`config.mk`:
```
export PLATFORM = sky130hd
export DESIGN_NAME = serial_frame_rx
export DESIGN_NICKNAME = d
export VERILOG_FILES = /design/src/rtl/serial_frame_rx.sv
export SDC_FILE = /design/constraint.sdc
export NUM_CORES = 1
export LEC_CHECK = 0
export CORE_MARGIN = 2
export CORE_UTILIZATION = 30
export DETAILED_ROUTE_END_ITERATION = 12
export HOLD_SLACK_MARGIN = 0.08
export SKIP_CTS_REPAIR_TIMING = 1
export SLEW_MARGIN = 20
export SYNTH_ARGS = -nofsm -noshare
export SYNTH_HDL_FRONTEND = slang
export SYNTH_SLANG_ARGS = --single-unit
```
`constraint.sdc`:
```
create_clock -name clk -period 4.7 [get_ports clk]
set_input_delay 1.41 -clock clk [delete_from_list [all_inputs] [get_ports clk]]
set_output_delay 1.41 -clock clk [all_outputs]
set_load 0.1 [all_outputs]
```
`src/rtl/serial_frame_rx.sv`:
```
`default_nettype none
// ============================================================================
// Module   : serial_frame_rx
// Brief    : Strobed serial receiver (start/data/even-parity/stop) feeding a
//            2-entry valid/ready word buffer with frame-error and overrun flags.
// Revision : 1.0
// ============================================================================
module serial_frame_rx #(
   parameter int DATA_W = 4
) (
   input  logic              clk,
   input  logic              clr_n,
   input  logic              bit_en,
   input  logic              sin,
   output logic [DATA_W-1:0] dout,
   output logic              dout_perr,
   output logic              dout_valid,
   input  logic              dout_ready,
   output logic              frame_err,
   output logic              overrun,
   input  logic              ovr_clr
);

   localparam int               CNT_W      = $clog2(DATA_W);
   localparam logic [CNT_W-1:0] c_CNT_LAST = CNT_W'(DATA_W - 1);
   localparam logic [CNT_W-1:0] c_CNT_ONE  = CNT_W'(1);
   localparam int               ENT_W      = DATA_W + 1;

   localparam logic [1:0] S_IDLE   = 2'd0;
   localparam logic [1:0] S_DATA   = 2'd1;
   localparam logic [1:0] S_PARITY = 2'd2;
   localparam logic [1:0] S_STOP   = 2'd3;

   logic [1:0]        r_state;
   logic [1:0]        w_state_nxt;
   logic [CNT_W-1:0]  r_cnt;
   logic [DATA_W-1:0] r_sreg;
   logic              r_perr;
   logic              r_frame_err;
   logic              r_overrun;

   logic              w_cnt_clr;
   logic              w_shift;
   logic              w_perr_ld;
   logic              w_push;
   logic              w_ferr;

   logic [ENT_W-1:0]  r_mem [2];
   logic              r_wr_ptr;
   logic              r_rd_ptr;
   logic [1:0]        r_count;
   logic              w_pop;
   logic              w_full;
   logic              w_wr;
   logic              w_ovr_set;
   logic [ENT_W-1:0]  w_head;

   // ---------------------------------------------------------------- FSM
   always_ff @(posedge clk or negedge clr_n) begin
      if (!clr_n) begin
         r_state <= S_IDLE;
      end else begin
         r_state <= w_state_nxt;
      end
   end

   always_comb begin
      w_state_nxt = r_state;
      if (bit_en) begin
         case (r_state)
            S_IDLE:   if (!sin) w_state_nxt = S_DATA;
            S_DATA:   if (r_cnt == c_CNT_LAST) w_state_nxt = S_PARITY;
            S_PARITY: w_state_nxt = S_STOP;
            S_STOP:   w_state_nxt = S_IDLE;
            default:  w_state_nxt = S_IDLE;
         endcase
      end
   end

   always_comb begin
      w_cnt_clr = 1'b0;
      w_shift   = 1'b0;
      w_perr_ld = 1'b0;
      w_push    = 1'b0;
      w_ferr    = 1'b0;
      if (bit_en) begin
         case (r_state)
            S_IDLE:   w_cnt_clr = !sin;
            S_DATA:   w_shift   = 1'b1;
            S_PARITY: w_perr_ld = 1'b1;
            S_STOP: begin
               w_push = sin;
               w_ferr = !sin;
            end
            default: ;
         endcase
      end
   end

   // ------------------------------------------------------------ datapath
   // Data arrives LSB first, so each new bit enters at the MSB end.
   always_ff @(posedge clk or negedge clr_n) begin
      if (!clr_n) begin
         r_cnt  <= '0;
         r_sreg <= '0;
         r_perr <= 1'b0;
      end else begin
         if (w_cnt_clr) begin
            r_cnt <= '0;
         end else if (w_shift) begin
            r_cnt  <= r_cnt + c_CNT_ONE;
            r_sreg <= {sin, r_sreg[DATA_W-1:1]};
         end
         if (w_perr_ld) begin
            r_perr <= (^r_sreg) ^ sin;
         end
      end
   end

   always_ff @(posedge clk or negedge clr_n) begin
      if (!clr_n) begin
         r_frame_err <= 1'b0;
      end else begin
         r_frame_err <= w_ferr;
      end
   end

   // -------------------------------------------------------- word buffer
   assign w_pop     = (r_count != 2'd0) && dout_ready;
   assign w_full    = (r_count == 2'd2);
   assign w_wr      = w_push && (!w_full || w_pop);
   assign w_ovr_set = w_push && w_full && !w_pop;

   always_ff @(posedge clk or negedge clr_n) begin
      if (!clr_n) begin
         for (int i = 0; i < 2; i++) begin
            r_mem[i] <= '0;
         end
         r_wr_ptr <= 1'b0;
         r_rd_ptr <= 1'b0;
         r_count  <= 2'd0;
      end else begin
         if (w_wr) begin
            r_mem[r_wr_ptr] <= {r_perr, r_sreg};
            r_wr_ptr        <= ~r_wr_ptr;
         end
         if (w_pop) begin
            r_rd_ptr <= ~r_rd_ptr;
         end
         case ({w_wr, w_pop})
            2'b10:   r_count <= r_count + 2'd1;
            2'b01:   r_count <= r_count - 2'd1;
            default: r_count <= r_count;
         endcase
      end
   end

   // A drop in the same edge as a clear wins, so no overrun is ever lost.
   always_ff @(posedge clk or negedge clr_n) begin
      if (!clr_n) begin
         r_overrun <= 1'b0;
      end else if (w_ovr_set) begin
         r_overrun <= 1'b1;
      end else if (ovr_clr) begin
         r_overrun <= 1'b0;
      end
   end

   assign w_head     = r_mem[r_rd_ptr];
   assign dout_valid = (r_count != 2'd0);
   assign dout       = dout_valid ? w_head[DATA_W-1:0] : '0;
   assign dout_perr  = dout_valid & w_head[DATA_W];
   assign frame_err  = r_frame_err;
   assign overrun    = r_overrun;

endmodule
`default_nettype wire

```
==> results.md <==
- DP Area: 1440 um^2
- Final Cycle Share: 77.4%
- RD Place Congestion: 0.723
- Hold Vio Cnt, Final: 0
- Clk sinks: 25
- RSZ-0062 raised after global routing: no
- Main combinational cell family by area after synthesis: multiplexers
- Synthesized area: 1270 um^2
- Worst Path Arrival: 2.23 ns
- Largest net degree at the start of global routing: 26
- Post-synthesis compound-gate area fraction: 2.85%
- Top-count cell post-synth: dfrtp_1
- FFs w/ async S/R, synth: 100%
- Largest stage delay, worst path: 0.99 ns
- Post-route ant nets: 0
- Hold Path Class: reg2reg
- IO buf count: 13
- Largest fanout on the critical path: 7
- Worst setup path start: r_count[0]
- Crit path time final: 3.64 ns
- Initial core utilization: 31.6%
- Yosys warns: 0
- Worst-Margin Slew: 0.968 ns
- Synth-to-Final Area Change: 16.5%
- CP top delay family: buffers and inverters
- R2R Path Start: r_count[0]
- Post-Synth XOR/XNOR Area: 6.59%
- Clk buf depth: 2
- Fmax: 275 MHz
- Critical Path End: dout[2]
- Setup Skew: 0.00199 ns
- Antenna diodes: 0
- Die Wd: 69.1 um
- Total vias in the final route: 769
- Vias per cell: 4.58
- FF+latch count, synth: 25
- Reg2Reg Depth: 6
- Mux cell area share after synthesis: 19.5%
- Count of final max-slew check failures: 0
- Die H: 69.1 um
- Drt wl/cell: 11.9 um
- Setup violations, final: 0
- Remaining Overflow, GRT: 0
- H-tree depth: 1
- Hold path startpoint: r_perr
- Io pins: 14
- Die Area: 4780 um^2
- WL final: 2000 um
- Synth Flop Type: dfrtp_1
- Setup CP Type: reg2out
- First-pass GRT wire length: 3570 um
- Initial antenna violation count: 0
- Placed insts: 164
- Post-Synthesis Cells: 104
- Total negative slack: 0 ns
- Slowest-stage cell, CP: clkdlybuf4s50_1
- Data required, critical path: 3.29 ns
- CTS tree: yes
- Unique masters post-synth: 26
- Main area contributors after synthesis: dfrtp_1 (49%), mux2_2 (8.8%), ha_1 (6.9%)
- Rel. slew slack: 35.2%
- Yosys top cell area share: 49.2%
- Reg2Reg Setup Slack: 2.98 ns
- Crit-path cells: nor2_1, nor2_1, clkdlybuf4s50_1
- TritonCTS buffer count: 3
- Worst-Skew Late Latency: 0.26 ns
- FP Rows: 23
- Biggest area consumer among synthesized cells: dfrtp_1
- Most used cell, CP: nor2_1
- Crit Reg-Reg Endpoint: r_count[1]
- Startpoint types: register
- CP Buf/Inv Count: 1
- Root buf cell: clkbuf_8
- Drt pass-1 iters: 2
- Syn nets: 117
- Final std cells w/o fill: 168
- Vias in the first global route: 799
- Post-synth top cells: dfrtp_1 (25), mux2_2 (10), nor2_1 (10), ha_1 (7)
- DRC violations left: 0
- EDFF count, synth: 0
- Core footprint: 4030 um^2
- Mean Syn Cell Area: 12.2 um^2
- Core Util, Final: 36.8%
- Share of layout cells above drive strength 1: 18.6%
- # Max-Cap Violations: 0
- Sequential element share of the synthesized area: 49.2%
- Initial DRC count: 20
- Number of cells on the critical path: 3
- Cells on Worst Hold Path: 2
- Simple-gate portion of the synthesized area: 11.5%
- GRT Util Overall: 9.06%
- HPWL Detailed: 1570 um
- Fin nets: 132
- Status: complete, no violations
- Worst setup EP type: output pin
- Clock transition at the registers of the reported paths: 0.08 ns
- Design Area, Final: 1480 um^2
- Adder-cell share of the synthesized area: 6.88%
==> worst reg2reg max path: cells and delay by family (launching register included) <==
family        cells  cell delay [ns]
xor+xnor          2             0.30
simple gates      3             0.64
flops             1             0.44
fa+ha+maj         1             0.24
==> registers in the layout (all words and copies together) (netlist names) <==
register,cells
r_mem,10
r_sreg,4
r_cnt,2
r_count,2
r_state,2
frame_err,1
overrun,1
r_perr,1
r_rd_ptr,1
r_wr_ptr,1
==> layout by cell type, fill, tap and decap left out, drive strengths merged, types with 2 or more instances in the layout <==
cell type | synthesis | routed
clkbuf | 1 | 4
clkdlybuf4s50 | 0 | 12
dfrtp | 25 | 25
ha | 7 | 7
inv | 6 | 6
mux2 | 15 | 15
mux2i | 6 | 6
nand2 | 6 | 6
nand2b | 2 | 2
nand3 | 4 | 4
nor2 | 10 | 10
o21ai | 2 | 2
o22ai | 3 | 3
or3b | 2 | 2
xnor2 | 5 | 5
xor2 | 2 | 2
==> how the worst min path moves through the flow <==
stage                to  slack (ns)
3_3_place_gp     r_perr        0.49
6_report         r_perr        0.50
4_1_cts          r_perr        0.51
2_1_floorplan    r_perr        0.46
3_5_place_dp     r_perr        0.49
5_1_grt        r_mem[7]        0.53
==> final cells by class <==
type	count	area, um^2
Multi-Input combinational cell	70	602
Inverter	6	22.5
Timing Repair Buffer	13	125
Clock buffer	4	45.0
Sequential cell	25	626
Fill cell	407	2550
Tap cell	50	62.6
==> logic make-up (layout without fill, tap and decap cells) <==
family,after synthesis,count (layout)
AO/OA/AOI/OAI,6,6
XOR/XNOR,8,8
adder cells (fa/ha/maj),7,7
buffers and inverters,9,23
flip-flops,25,25
multiplexers,21,21
AND/OR/NAND/NOR,28,28
==> metal layers <==
layer	vias to the layer above	part of all wire (%)	GRT usage (%)
met5	-	0	0
met4	0	0.50	3.70
met3	2	2.3	1.46
met2	7	51	15.1
met1	381	46	11.7
li1	379	-	-
==> metrics by stage <==
stage                     hold slack, ns  worst slack (ns)
after floorplan                    0.463              1.32
after global placement             0.489              1.39
after detailed placement           0.492              1.35
after CTS                          0.512              1.04
after global routing               0.528             0.931
final                              0.498              1.06
Power is left out: the tool's default activity adds up to more than one toggle a clock period on the data nets, which glitch-free logic cannot reach.
